==> src/rtl/regfile_port_arbiter_pkg.sv <==
// Shared constants for the register-file read-port arbiter.
// Defaults for address/data width and requester limits.
package regfile_port_arbiter_pkg;

  localparam int ADDRW_DEF = 5;
  localparam int WIDTH_DEF = 32;
  localparam int NREQ_MAX  = 8;
  localparam int NREGS     = 32;

  function automatic int idx_w(input int n);
    return (n < 2) ? 1 : $clog2(n);
  endfunction

endpackage

==> src/rtl/regfile_port_arbiter_rr_pick.sv <==
// Combinational round-robin picker: first asserted request
// at or after ptr, wrapping; one-hot grant plus binary index.
module regfile_port_arbiter_rr_pick
  import regfile_port_arbiter_pkg::*;
#(
  parameter int NREQ = 4,
  parameter int IDXW = idx_w(NREQ)
) (
  input  logic [NREQ-1:0] req_i,
  input  logic [IDXW-1:0] ptr_i,
  input  logic            en_i,
  output logic [NREQ-1:0] gnt_o,
  output logic [IDXW-1:0] idx_o
);

  logic found;

  always_comb begin
    gnt_o = '0;
    idx_o = '0;
    found = 1'b0;
    // Pass 1 scans ptr..NREQ-1; pass 2 wraps to 0..ptr-1.
    for (int j = 0; j < NREQ; j++) begin
      if (en_i && !found && req_i[j] && (IDXW'(j) >= ptr_i)) begin
        found    = 1'b1;
        gnt_o[j] = 1'b1;
        idx_o    = IDXW'(j);
      end
    end
    for (int j = 0; j < NREQ; j++) begin
      if (en_i && !found && req_i[j]) begin
        found    = 1'b1;
        gnt_o[j] = 1'b1;
        idx_o    = IDXW'(j);
      end
    end
  end

endmodule

==> src/rtl/regfile_port_arbiter.sv <==
// Round-robin sharing of one register-file read port; responses
// return tagged to the winner two cycles after acceptance.
module regfile_port_arbiter
  import regfile_port_arbiter_pkg::*;
#(
  parameter int NREQ  = 4,
  parameter int ADDRW = ADDRW_DEF,
  parameter int WIDTH = WIDTH_DEF
) (
  input  logic                  clk,
  input  logic                  reset,
  input  logic [NREQ-1:0]       req,
  input  logic [NREQ*ADDRW-1:0] req_addr,
  input  logic                  stall,
  output logic [NREQ-1:0]       grant,
  output logic [ADDRW-1:0]      rd_addr,
  input  logic [WIDTH-1:0]      rd_data,
  output logic [NREQ-1:0]       rsp_valid,
  output logic [WIDTH-1:0]      rsp_data
);

  localparam int IDXW = idx_w(NREQ);

  logic [IDXW-1:0]  ptr_q, ptr_d;
  logic             s1_valid_q, s1_valid_d;
  logic [IDXW-1:0]  s1_owner_q, s1_owner_d;
  logic [ADDRW-1:0] rd_addr_q, rd_addr_d;
  logic [NREQ-1:0]  rsp_valid_q, rsp_valid_d;
  logic [WIDTH-1:0] rsp_data_q, rsp_data_d;

  logic [IDXW-1:0]  win;
  logic             acc;

  regfile_port_arbiter_rr_pick #(
    .NREQ (NREQ),
    .IDXW (IDXW)
  ) u_pick (
    .req_i (req),
    .ptr_i (ptr_q),
    .en_i  (~stall),
    .gnt_o (grant),
    .idx_o (win)
  );

  assign acc = |(req & grant);

  always_comb begin
    ptr_d       = ptr_q;
    s1_valid_d  = acc;
    s1_owner_d  = s1_owner_q;
    rd_addr_d   = rd_addr_q;
    rsp_valid_d = '0;
    rsp_data_d  = rsp_data_q;
    if (acc) begin
      ptr_d      = (win == IDXW'(NREQ - 1)) ? '0 : win + 1'b1;
      s1_owner_d = win;
      rd_addr_d  = req_addr[win*ADDRW +: ADDRW];
    end
    // rsp_data holds its value between responses.
    if (s1_valid_q) begin
      rsp_valid_d[s1_owner_q] = 1'b1;
      rsp_data_d              = rd_data;
    end
  end

  always_ff @(posedge clk) begin
    if (reset) begin
      ptr_q       <= '0;
      s1_valid_q  <= 1'b0;
      s1_owner_q  <= '0;
      rd_addr_q   <= '0;
      rsp_valid_q <= '0;
      rsp_data_q  <= '0;
    end else begin
      ptr_q       <= ptr_d;
      s1_valid_q  <= s1_valid_d;
      s1_owner_q  <= s1_owner_d;
      rd_addr_q   <= rd_addr_d;
      rsp_valid_q <= rsp_valid_d;
      rsp_data_q  <= rsp_data_d;
    end
  end

  assign rd_addr   = rd_addr_q;
  assign rsp_valid = rsp_valid_q;
  assign rsp_data  = rsp_data_q;

endmodule
==> config.mk <==
export PLATFORM = sky130hd
export DESIGN_NAME = regfile_port_arbiter
export DESIGN_NICKNAME = d
export VERILOG_FILES = /design/src/rtl/regfile_port_arbiter_pkg.sv /design/src/rtl/regfile_port_arbiter_rr_pick.sv /design/src/rtl/regfile_port_arbiter.sv
export SDC_FILE = /design/constraint.sdc
export NUM_CORES = 1
export LEC_CHECK = 0
export CELL_PAD_IN_SITES_DETAIL_PLACEMENT = 1
export CELL_PAD_IN_SITES_GLOBAL_PLACEMENT = 1
export CORE_MARGIN = 5
export CORE_UTILIZATION = 31
export CTS_BUF_LIST = sky130_fd_sc_hd__clkbuf_4 sky130_fd_sc_hd__clkbuf_8
export CTS_CLUSTER_DIAMETER = 120
export DETAILED_ROUTE_END_ITERATION = 16
export HOLD_SLACK_MARGIN = 0.15
export PLACE_DENSITY = 0.86
export SETUP_SLACK_MARGIN = 0.2
export SYNTH_ARGS = -nofsm -noshare
export SYNTH_HDL_FRONTEND = slang
export SYNTH_SLANG_ARGS = --single-unit
==> constraint.sdc <==
create_clock -name clk -period 3.75 [get_ports clk]
set_clock_uncertainty 0.15 [all_clocks]
set_input_delay 0.9375 -clock clk [delete_from_list [all_inputs] [get_ports clk]]
set_output_delay 0.9375 -clock clk [all_outputs]
set_load 0.005 [all_outputs]
== Yosys cells after proc, flatten, opt, wreduce, memory -nomap -nowiden ==
Cells that the tools add are included.
Word-level totals
  bits in registers: 46
  latch bits: 0
  bits in writable memories: 0
  ROM bits: 0
  bits of input ports: 59
  output and inout bits: 45
  logic and storage cells: 72
  memories kept: 0
Operators by class
  add/subtract/negate cells: 1
  multipliers: 1
  divide/modulo/power cells: 0
  order comparisons: 6
  equality and inequality tests: 1
  shift-type cells: 1
  mux-type cells: 24
  bitwise operators: 3
  reduce and logical (&&, ||, !) cells: 29
Operators with widths (count)
  logical AND 1 bit: 20
  indexed part select 20 x 6 -> 5 bit: 1
  2-to-1 mux 1 bit: 16
  2-to-1 mux 2 bit: 7
  logical NOT 1 bit: 7
  multiplier 2 x 3 -> 5 bit, second input constant: 1
  bitwise AND 4 bit: 1
  greater-or-equal comparator 1 x 2 -> 1 bit, first input constant: 2
  greater-or-equal comparator 2 bit, first input constant: 2
  OR reduction 4 bit: 1
  < comparator 2 x 3 -> 1 bit, second input constant: 1
  adder 2 x 1 -> 2 bit, second input constant: 1
  demux 1 bit (select 2 bit): 1
  equality test 2 bit, second input constant: 1
  greater-or-equal comparator 2 x 1 -> 1 bit, second input constant: 1
  inverter 1 bit: 2
  OR reduction 2 bit: 1

== Longest topological paths before layout ==
  depth in word-level cells: 37
  gate-level depth with buffers: 7
  depth with buffers taken out: 5

== By module ==
Synthesis repeated with hierarchy kept, for this count alone.
Unflattened totals
  cells, all modules: 191
  area, all modules: 1946.9 um^2
Modules (own cells, without submodules)
  regfile_port_arbiter: times used 1, cells each 164, area each 1774.2 um^2, sequential area each 920.9 um^2
  regfile_port_arbiter_rr_pick: times used 1, cells each 27, area each 172.7 um^2, sequential area each 0.0 um^2

== Worst setup path before layout ==
Ideal clock, no wire load.
  kind: input port to output port
  start: in req[0]
  end: out grant[1]
  arrival: 1715 ps
  data required time: 2663 ps
  setup slack: 948 ps
  stages: 5
  buffers on the path: 1
  cells stage by stage: buf_6 > nand2b_1 > a21oi_2 > nor4_1 > o21a_1
On the way
  word-level cells in the longest chain between the ends: 26
  elaborated cells between the ends (all ways): 27
  those cells by class: mux: 7; reduce/logical: 20
RTL lines
  from (decl): line regfile_port_arbiter.sv:12  | input logic [NREQ-1:0] req,
  logical AND 1 bit (2 in a row): line regfile_port_arbiter_rr_pick.sv:24  | if (en_i && !found && req_i[j] && (IDXW'(j) >= ptr_i)) begin
  2-to-1 mux 1 bit: line regfile_port_arbiter_rr_pick.sv:24
  logical NOT 1 bit: line regfile_port_arbiter_rr_pick.sv:24
  logical AND 1 bit (3 in a row): line regfile_port_arbiter_rr_pick.sv:24
  2-to-1 mux 1 bit: line regfile_port_arbiter_rr_pick.sv:24
  logical NOT 1 bit: line regfile_port_arbiter_rr_pick.sv:24
  logical AND 1 bit (3 in a row): line regfile_port_arbiter_rr_pick.sv:24
  2-to-1 mux 1 bit: line regfile_port_arbiter_rr_pick.sv:24
  logical NOT 1 bit: line regfile_port_arbiter_rr_pick.sv:24
  logical AND 1 bit (3 in a row): line regfile_port_arbiter_rr_pick.sv:24
  2-to-1 mux 1 bit: line regfile_port_arbiter_rr_pick.sv:24
  logical NOT 1 bit: line regfile_port_arbiter_rr_pick.sv:31  | if (en_i && !found && req_i[j]) begin
  logical AND 1 bit (2 in a row): line regfile_port_arbiter_rr_pick.sv:31
  2-to-1 mux 1 bit: line regfile_port_arbiter_rr_pick.sv:31
  logical NOT 1 bit: line regfile_port_arbiter_rr_pick.sv:31
  logical AND 1 bit (2 in a row): line regfile_port_arbiter_rr_pick.sv:31
  2-to-1 mux 1 bit *: line regfile_port_arbiter_rr_pick.sv:31
  to (decl): line regfile_port_arbiter.sv:15  | output logic [NREQ-1:0] grant,
Every way passes the cells marked *; elsewhere a longest branch is shown, timed or not.

== Worst setup path in the final report ==
  start: in req[1]
  end: out grant[2]
On the way
  word-level cells in the longest chain between the ends: 25
  elaborated cells between the ends (all ways): 26
  those cells by class: mux: 7; reduce/logical: 19
RTL lines (line)
  logical AND 1 bit (2 in a row): regfile_port_arbiter_rr_pick.sv:24
  2-to-1 mux 1 bit: regfile_port_arbiter_rr_pick.sv:24
  logical NOT 1 bit: regfile_port_arbiter_rr_pick.sv:24
  logical AND 1 bit (3 in a row): regfile_port_arbiter_rr_pick.sv:24
  2-to-1 mux 1 bit: regfile_port_arbiter_rr_pick.sv:24
  logical NOT 1 bit: regfile_port_arbiter_rr_pick.sv:24
  logical AND 1 bit (3 in a row): regfile_port_arbiter_rr_pick.sv:24
  2-to-1 mux 1 bit: regfile_port_arbiter_rr_pick.sv:24
  logical NOT 1 bit: regfile_port_arbiter_rr_pick.sv:31
  logical AND 1 bit (2 in a row): regfile_port_arbiter_rr_pick.sv:31
  2-to-1 mux 1 bit: regfile_port_arbiter_rr_pick.sv:31
  logical NOT 1 bit: regfile_port_arbiter_rr_pick.sv:31
  logical AND 1 bit (2 in a row): regfile_port_arbiter_rr_pick.sv:31
  2-to-1 mux 1 bit: regfile_port_arbiter_rr_pick.sv:31
  logical NOT 1 bit: regfile_port_arbiter_rr_pick.sv:31
  logical AND 1 bit (2 in a row): regfile_port_arbiter_rr_pick.sv:31
  2-to-1 mux 1 bit *: regfile_port_arbiter_rr_pick.sv:31
Marks and branches as above.

==> run_summary.xml <==
<?xml version="1.0" encoding="UTF-8"?>
<metrics>
  <group name="outcome">
    <metric name="status" unit="">complete, no violations</metric>
  </group>
  <group name="timing">
    <metric name="finalSetupTns" unit="ns">0</metric>
    <metric name="worst_slack" unit="ns">0.253</metric>
    <metric name="min_period_over_period" unit="%">93.2</metric>
    <metric name="timing.final.crit_period" unit="ns">3.50</metric>
    <metric name="max_slew.worst_pin.slew" unit="ns">1.07</metric>
    <metric name="final_count_of_negative_setup_slack_endpoints" unit="">0</metric>
    <metric name="report.final.slew_viol_count" unit="">0</metric>
    <metric name="maxSlewHeadroom" unit="%">28.7</metric>
    <metric name="max_clock_freq" unit="MHz">286</metric>
    <metric name="timing_hold_violations_final" unit="">0</metric>
    <metric name="grt_setup_unrepaired" unit="">true</metric>
  </group>
  <group name="clock_network">
    <metric name="cts_sinks" unit="">46</metric>
    <metric name="clk-insertion-delay-late" unit="ns">0.28</metric>
    <metric name="tritoncts_clock_tree" unit="">yes</metric>
    <metric name="root_buffer" unit="">sky130_fd_sc_hd__clkbuf_8</metric>
    <metric name="cts_made_buffers" unit="">5</metric>
    <metric name="cts-root-to-sink-buffers" unit="">2</metric>
    <metric name="path_clk_slew" unit="ns">0.08</metric>
    <metric name="cts_htree_levels" unit="">2</metric>
  </group>
  <group name="grt">
    <metric name="grt_pass1_wl" unit="um">9170</metric>
    <metric name="track_usage" unit="%">14.8</metric>
    <metric name="grt_antenna_before_repair" unit="">0</metric>
    <metric name="grt_max_degree" unit="">37</metric>
    <metric name="grt_remaining_overflow" unit="">0</metric>
    <metric name="grt_pass1_vias" unit="">1908</metric>
  </group>
  <group name="worst_setup_path">
    <metric name="worst-path-buf-inv" unit="">3</metric>
    <metric name="rr_endpoint" unit="">rd_addr[2]$_SDFFE_PP0P_</metric>
    <metric name="critical_path.slowest_cell" unit="">sky130_fd_sc_hd__clkdlybuf4s50_1</metric>
    <metric name="required" unit="ns">2.66</metric>
    <metric name="crit_path_max_incr_delay" unit="ns">0.43</metric>
    <metric name="timing.critical_path.to_type" unit="">output pin</metric>
    <metric name="cp.arrival" unit="ns">2.41</metric>
    <metric name="r2r_cells" unit="">7</metric>
    <metric name="path_cells" unit="">clkdlybuf4s50_1, nor2_2, o21ai_2, nor4_2, buf_4, o2bb2ai_2, dlygate4sd2_1</metric>
    <metric name="worstSetupStartpointType" unit="">input pin</metric>
    <metric name="r2r_setup_slk" unit="ns">1.60</metric>
    <metric name="regToRegStartpoint" unit="">ptr_q[1]$_SDFFE_PP0P_</metric>
    <metric name="crit_type" unit="">input pin to output pin</metric>
    <metric name="path_delay_family" unit="">buffers and inverters</metric>
    <metric name="critPathLaunch" unit="">req[1]</metric>
    <metric name="worstPathMaxFanout" unit="">3</metric>
  </group>
  <group name="synth">
    <metric name="synth_fa_ha_area_share" unit="%">0</metric>
    <metric name="synthMostInstantiatedCell" unit="">sky130_fd_sc_hd__dfxtp_1</metric>
    <metric name="syn-cell-area" unit="um2">1920</metric>
    <metric name="netlist_top_cells_count" unit="">sky130_fd_sc_hd__dfxtp_1 (46), sky130_fd_sc_hd__mux2i_1 (42), sky130_fd_sc_hd__nor2_1 (40)</metric>
    <metric name="mean_instance_size_in_the_synthesized_netlist" unit="um2">10.2</metric>
    <metric name="synth-simple-area-share" unit="%">16.5</metric>
    <metric name="synth.distinct_cells" unit="">33</metric>
    <metric name="synth_cells" unit="">187</metric>
    <metric name="number_of_nets_in_the_synthesized_netlist" unit="">246</metric>
    <metric name="synth-async-reset-ratio" unit="%">0</metric>
    <metric name="synth_sequential_area_ratio" unit="%">48.1</metric>
    <metric name="yosys_register_bits" unit="">46</metric>
    <metric name="synth_top_area_share" unit="%">48.1</metric>
    <metric name="synth_warnings" unit="">0</metric>
    <metric name="synthFlopType" unit="">sky130_fd_sc_hd__dfxtp_1</metric>
    <metric name="synth_top_family_by_area" unit="">multiplexers</metric>
    <metric name="synth.mux.area_fraction" unit="%">21.9</metric>
    <metric name="synth.top_cells.by_area" unit="">sky130_fd_sc_hd__dfxtp_1 (48%), sky130_fd_sc_hd__mux2i_1 (22%), sky130_fd_sc_hd__nor2_1 (7.8%)</metric>
    <metric name="yosys.area_share.xor_xnor" unit="%">0</metric>
    <metric name="synth_compound_area_share" unit="%">9.14</metric>
    <metric name="synth_edf_count" unit="">0</metric>
    <metric name="post-synth-top-area-cell" unit="">sky130_fd_sc_hd__dfxtp_1</metric>
  </group>
  <group name="layout">
    <metric name="final-instance-count-excl-fill" unit="">380</metric>
    <metric name="fill_cells" unit="">659</metric>
    <metric name="fin_nets" unit="">363</metric>
    <metric name="layout-area-overhead-vs-synth" unit="%">69.8</metric>
    <metric name="area.sequential" unit="um2">922</metric>
    <metric name="multi_input_area" unit="um2">937</metric>
    <metric name="postLayoutCoreUtil" unit="%">54.6</metric>
    <metric name="post_route_cells_drive_above_1_share" unit="%">13.4</metric>
    <metric name="num_antenna_cells" unit="">0</metric>
  </group>
  <group name="drt">
    <metric name="ant_nets" unit="">0</metric>
    <metric name="drt_pass1_iterations" unit="">4</metric>
    <metric name="viasPerCell" unit="">4.78</metric>
    <metric name="dr.first_iter.drc_count" unit="">52</metric>
    <metric name="detail_route.wirelength" unit="um">5960</metric>
    <metric name="avgRoutedWirePerCell" unit="um">15.7</metric>
    <metric name="met1Wirelength" unit="um">2400</metric>
    <metric name="post-route-drc-count" unit="">0</metric>
    <metric name="highest_layer" unit="">met4</metric>
    <metric name="routed-wl-met2" unit="um">2920</metric>
    <metric name="met3RoutedLength" unit="um">599</metric>
    <metric name="route.vias.total" unit="">1817</metric>
  </group>
  <group name="min_path">
    <metric name="whs_path_depth" unit="">2</metric>
    <metric name="hold_path_end" unit="">rsp_data[0]$_SDFFE_PP0P_</metric>
    <metric name="hold_path_class" unit="">flip-flop to flip-flop</metric>
    <metric name="holdCritStartpoint" unit="">rsp_data[0]$_SDFFE_PP0P_</metric>
  </group>
  <group name="placed_design">
    <metric name="preCtsSetupSlack" unit="ns">-0.0956</metric>
    <metric name="place_congestion" unit="">0.809</metric>
    <metric name="port_buffers" unit="">103</metric>
    <metric name="placed_cells_incl_taps" unit="">366</metric>
    <metric name="dp_hpwl" unit="um">4630</metric>
  </group>
  <group name="floorplanning">
    <metric name="io_pins" unit="">104</metric>
    <metric name="initial_core_util" unit="%">32.2</metric>
    <metric name="fp.dieArea" unit="um2">7850</metric>
    <metric name="die_w" unit="um">88.6</metric>
    <metric name="die_y" unit="um">88.6</metric>
    <metric name="fp-row-count" unit="">28</metric>
    <metric name="area_of_the_core" unit="um2">5960</metric>
  </group>
  <group name="power">
    <metric name="design_power_total" unit="W">0.00116</metric>
    <metric name="leakage_power_of_the_design" unit="nW">1.28</metric>
    <metric name="pwr_density_cell" unit="nW/um2">356</metric>
    <metric name="maximum_resistive_drop_on_vdd" unit="uV">250</metric>
  </group>
  <group name="run">
    <metric name="drv.max_cap_violation_count" unit="">0</metric>
  </group>
</metrics>
==> metal layers <==
layer	up-vias	track usage, %
li1	892	-
met1	848	17.1
met2	72	26.4
met3	5	5.77
met4	0	2.61
met5	-	0
==> registers in the layout (all words and copies together) (netlist names) <==
name / count
s1_owner_q: 2
ptr_q: 2
rsp_valid: 4
s1_valid_q: 1
rd_addr: 5
rsp_data: 32
==> what timing repair did <==
item | in CTS | in global routing
pin swaps | 5 | 3
gates resized for setup | 10 | 2
hold buffers | 0 | 0
setup buffers | 4 | 2
setup endpoints to repair | 4 | 2
==> how the worst max path moves through the flow <==
stage / endpoint / slack (ns) / cells past startpoint
after CTS: grant[1] / 0.20 / 6
after detailed placement: grant[2] / -0.1 / 6
after floorplan: grant[1] / 0.95 / 5
after global placement: grant[2] / -0.005 / 6
after global routing: grant[2] / 0.15 / 7
final: grant[2] / 0.25 / 7
==> tightest hold or removal path: cells and delay by family, from the launching register on <==
kind / cells / cell delay (ns)
flip-flops: 1 / 0.33
AND/OR/NAND/NOR: 1 / 0.08
multiplexers: 1 / 0.06
==> power by group <==
group	total, W	internal [W]	switching [W]
Clock	0.000372	0.000214	0.000158
Combinational	0.000239	0.000157	0.0000828
Sequential	0.000546	0.000516	0.0000297
==> kinds of logic after synthesis <==
family	count (synthesis)
and+or+nand+nor	64
AOI/OAI and AO/OA	20
DFF	46
buffers and inverters	15
muxes	42
==> cell usage in the layout (no fill, tap or decap), types with 2 or more instances in the layout <==
cell type,n
sky130_fd_sc_hd__o31a_1,2
sky130_fd_sc_hd__nand3b_1,5
sky130_fd_sc_hd__dlygate4sd2_1,4
sky130_fd_sc_hd__nor2_1,39
sky130_fd_sc_hd__o221ai_1,5
sky130_fd_sc_hd__clkbuf_4,2
sky130_fd_sc_hd__nor3_1,2
sky130_fd_sc_hd__nor4_1,2
sky130_fd_sc_hd__nand2b_1,3
sky130_fd_sc_hd__nand2_1,3
sky130_fd_sc_hd__nor4bb_1,2
sky130_fd_sc_hd__clkdlybuf4s50_1,97
sky130_fd_sc_hd__a21oi_1,2
sky130_fd_sc_hd__inv_2,2
sky130_fd_sc_hd__o31ai_2,2
sky130_fd_sc_hd__dlymetal6s2s_1,2
sky130_fd_sc_hd__dfxtp_1,45
sky130_fd_sc_hd__buf_4,19
sky130_fd_sc_hd__mux2i_1,42
sky130_fd_sc_hd__clkbuf_8,5
==> final cells by class <==
| class | instances | area share [%] |
|---|---|---|
| clock buffer | 7 | 2.58 |
| clock inverter | 1 | 0.923 |
| inverter | 3 | 0.346 |
| multi-input combinational | 126 | 28.8 |
| sequential | 46 | 28.4 |
| tap | 75 | 2.89 |
| timing repair buffer | 122 | 36.1 |
==> through the flow <==
step	hold WS, ns	cell area [um2]
after floorplan	0.300	1920
after global placement	0.321	3070
after detailed placement	0.331	3070
after CTS	0.352	3230
after global routing	0.379	3250
final	0.350	3250
(Power assumes the default switching activity.)
